===== config.mk =====
export PLATFORM = sky130hd
export DESIGN_NAME = adc_spi_shifter
export DESIGN_NICKNAME = d
export VERILOG_FILES = /design/src/rtl/adc_spi_pkg.sv /design/src/rtl/adc_spi_shifter.sv
export SDC_FILE = /design/constraint.sdc
export NUM_CORES = 1
export LEC_CHECK = 0
export CAP_MARGIN = 20
export CORE_UTILIZATION = 30
export CTS_CLUSTER_SIZE = 10
export DETAILED_ROUTE_END_ITERATION = 6
export DONT_BUFFER_PORTS = 1
export HOLD_SLACK_MARGIN = 0.1
export PLACE_DENSITY = 0.49
export REMOVE_ABC_BUFFERS = 1
export SETUP_SLACK_MARGIN = 0.2
export SYNTH_ARGS = -nofsm -noshare
export SYNTH_HDL_FRONTEND = slang
export SYNTH_SLANG_ARGS = --single-unit

===== constraint.sdc =====
create_clock -name clk -period 2.3 [get_ports clk]
set_clock_uncertainty 0.05 [all_clocks]
set_input_delay 0.46 -clock clk [delete_from_list [all_inputs] [get_ports clk]]
set_output_delay 0.46 -clock clk [all_outputs]
set_load 0.02 [all_outputs]

===== src/rtl/adc_spi_pkg.sv =====
// Shared state encoding and frame layout constants for the SPI ADC model.
package adc_spi_pkg;

  typedef enum logic [1:0] {IDLE, SHIFT, DONE} state_t;

  localparam int FRAME_LEN  = 16;
  localparam int CH_MSB     = 13;
  localparam int CH_LSB     = 11;
  localparam int DROOP_STEP = 16;

  // Left-justify a conversion value into the 12-bit field under a 4-bit zero header.
  function automatic logic [FRAME_LEN-1:0] frame_word(input logic [11:0] v, input int dw);
    return {4'h0, 12'(v << (12 - dw))};
  endfunction

endpackage


===== src/rtl/adc_spi_shifter.sv =====
// SPI front end: input synchronisers, edge detection, response and command shift registers.
module adc_spi_shifter
  import adc_spi_pkg::*;
(
  input  logic                 clk,
  input  logic                 rst_n,
  input  logic                 ss_n,
  input  logic                 sclk,
  input  logic                 mosi,
  input  logic [FRAME_LEN-1:0] load_word,
  output logic                 ss_fall,
  output logic                 ss_rise,
  output logic                 sclk_rise,
  output logic [FRAME_LEN-1:0] cmd,
  output logic                 miso_bit,
  output logic                 drive
);

  // [0],[1] are the synchroniser stages; [2] holds the previous synced value.
  logic [2:0]           ss_q;
  logic [2:0]           sclk_q;
  logic [1:0]           mosi_q;
  logic [FRAME_LEN-1:0] resp;
  logic                 sclk_fall;

  always_ff @(posedge clk or negedge rst_n) begin
    if (!rst_n) begin
      ss_q   <= 3'b111;
      sclk_q <= 3'b000;
      mosi_q <= 2'b00;
    end else begin
      ss_q   <= {ss_q[1:0], ss_n};
      sclk_q <= {sclk_q[1:0], sclk};
      mosi_q <= {mosi_q[0], mosi};
    end
  end

  assign ss_fall   =  ss_q[2] & ~ss_q[1];
  assign ss_rise   = ~ss_q[2] &  ss_q[1];
  // SCLK activity only counts while this slave is selected.
  assign sclk_rise = drive & ~sclk_q[2] &  sclk_q[1];
  assign sclk_fall = drive &  sclk_q[2] & ~sclk_q[1];

  always_ff @(posedge clk or negedge rst_n) begin
    if (!rst_n) begin
      resp  <= '0;
      cmd   <= '0;
      drive <= 1'b0;
    end else begin
      if (ss_fall) begin
        resp  <= load_word;
        drive <= 1'b1;
      end else begin
        if (ss_rise)   drive <= 1'b0;
        if (sclk_fall) resp  <= {resp[FRAME_LEN-2:0], 1'b0};
      end
      if (sclk_rise) cmd <= {cmd[FRAME_LEN-2:0], mosi_q[1]};
    end
  end

  assign miso_bit = resp[FRAME_LEN-1];

endmodule


==> results.json <==
{
  "status": "finished clean",
  "grt_overflow": 0,
  "tightest_slew_ns": 0.706,
  "max-slew-margin-rel_pct": 53.0,
  "drt_pass1_iterations": 4,
  "core_sq_mm": 0.00557,
  "dp_cells": 174,
  "hold_viol": 0,
  "cts_tree": "yes",
  "ys_seq_area_share_pct": 58.5,
  "synth_top_area_cell": "dfrtp_1",
  "syn_to_final_growth_pct": 11.2,
  "fp-row-count": 27,
  "clockBufferDepth": 2,
  "synth.avg_cell_area_sq_um": 16.8,
  "via_count": 844,
  "drtIter0Drc": 30,
  "power_density_mw_per_mm2": 1040,
  "r2r_slack_ns": 0.30,
  "worst_r2r_endpoint": "resp[6]",
  "antenna_found_initial": 0,
  "die_width_microns": 78.6,
  "crit_required_ns": 2.42,
  "nets": 136,
  "fin_ws_ns": 0.297,
  "drt_wl_total_microns": 2770,
  "place_ws_ns": 0.294,
  "fmax_ghz": 0.499,
  "die_h_microns": 78.6,
  "timing.setup.tns_ns": 0,
  "synthArstFlopShare_pct": 100,
  "arrival_ns": 2.13,
  "start_kind": "flop",
  "drc_errors": 0,
  "final_cells": 185,
  "critical_path.max_fanout": 17,
  "post_cts_resize_count": 0,
  "reg2reg_from": "ss_q[2]",
  "viasPerCell": 4.56,
  "endpoint_kind": "flop",
  "clock-root-buffer": "clkbuf_8",
  "ant_nets": 0,
  "cts_hold_buf": 3,
  "setup_viol": 0,
  "grt_util_all_layers_pct": 10.2,
  "place.gp.congestion": 0.655,
  "r2r_cells": 3,
  "placed_area_sq_mm": 0.00180,
  "h-tree-depth": 2,
  "yosysMostFrequentCell": "dfrtp_1",
  "p_leak_nw": 0.937,
  "cts_buffers": 5,
  "post-dp-hpwl_microns": 1830,
  "design.portCount": 42,
  "syn_inst": 105,
  "layout-drive-gt1-share_pct": 54.0,
  "grt_pass1_wl_microns": 4690,
  "dieArea_sq_mm": 0.00617,
  "start_util_pct": 31.6,
  "worstHoldPathType": "primary input to flop",
  "yosys_warnings": 0,
  "cap_violations": 0,
  "fin_area_sq_mm": 0.00196,
  "hp-start": "mosi",
  "ir_worst_vdd_mv": 0.426,
  "grt_max_degree": 42,
  "rsz0062_at_grt": "no",
  "synth_flop_cell": "dfrtp_1",
  "routedWlPerCell_microns": 15.0,
  "port_buffers": 0,
  "min_to": "mosi_q[0]",
  "slew_viol_final": 0,
  "diodes": 0,
  "ys_ff_latch": 41,
  "finalCritPeriodShare_pct": 87.1,
  "post-route-min-period_ns": 2.00,
  "ys_top_cells_by_count": "dfrtp_1, mux2_2, mux2_4",
  "mappedNetlistArea_sq_mm": 0.00176,
  "synth_top_area_share_pct": 54.1,
  "synth_cell_types": 15,
  "synth_area_leaders": "dfrtp_1, mux2_2, mux2_4, dfstp_2, ha_1",
  "final_util_pct": 35.1,
  "synth_edf_count": 0,
  "clock_latency_ns": 0.29,
  "grt_pass1_vias": 972,
  "path_class": "flop to flop",
  "clkSinkCount": 41,
  "postCtsSetupBuffers": 0,
  "hold_depth": 0,
  "path_clk_slew_ns": 0.08
}
==> power by group <==
group / leakage, nW / switching [mW] / internal [mW]
sequential: 0.516 / 0.172 / 0.894
combinational: 0.363 / 0.108 / 0.259
clock: 0.0585 / 0.238 / 0.354
==> critical path, cell delays in order (launching register included) <==
cell and delay [ns]:
dfstp_2 0.55, ha_1 0.61, mux2_2 0.42, mux2_4 0.27
==> per-layer routing <==
metal / track usage (%) / vias to the layer above / wire (microns)
li1: - / 376 / -
met1: 11.9 / 424 / 1200
met2: 15.0 / 39 / 1210
met3: 5.58 / 5 / 328
met4: 5.00 / 0 / 40
met5: 0 / - / 0
==> state kept, by name (all words and copies together) (netlist names) <==
| register | count |
|---|---|
| mosi_q | 2 |
| cmd | 16 |
| drive | 1 |
| ss_q | 3 |
| sclk_q | 3 |
| resp | 16 |
==> worst max path at each step <==
stage	depth (start not counted)	to	startpoint
2_1_floorplan	4	resp[15]	ss_q[1]
3_3_place_gp	3	resp[9]	ss_q[2]
3_5_place_dp	3	resp[6]	ss_q[2]
4_1_cts	3	resp[6]	ss_q[2]
5_1_grt	3	resp[6]	ss_q[2]
6_report	3	resp[6]	ss_q[2]
==> layout by cell type, fill, tap and decap left out, drive strengths merged <==
cell type	count
mux2	46
dfrtp	38
clkbuf	7
inv	5
ha	3
dfstp	3
nand2	2
dlygate4sd3	2
buf	2
nand3b	1
a31oi	1
o21ai	1
mux2i	1
bufinv	1
==> layout make-up <==
cell class / count / area [sq um]
clock buffer: 7 / 86.3
clock inverter: 1 / 30.0
fill: 544 / 3620
inverter: 5 / 18.8
multi-input combinational: 55 / 653
sequential: 41 / 1030
tap: 72 / 90.1
timing repair buffer: 4 / 47.5
==> through the flow <==
step / power [mW] / hold slack (ns)
CTS: 2.06 / 0.129
floorplan: 1.36 / 0.114
global placement: 1.41 / 0.115
global route: 2.14 / 0.121
detailed placement: 1.43 / 0.115
finish: 2.03 / 0.142
==> kinds of logic after synthesis <==
group,count (synthesis),share of synthesized area (%)
mux,47,31.9
flops,41,58.5
buf+inv,9,4.34
fa+ha+maj,3,2.13
simple gates,3,1.56
compound gates,2,1.49
(Power assumes the default switching activity.)
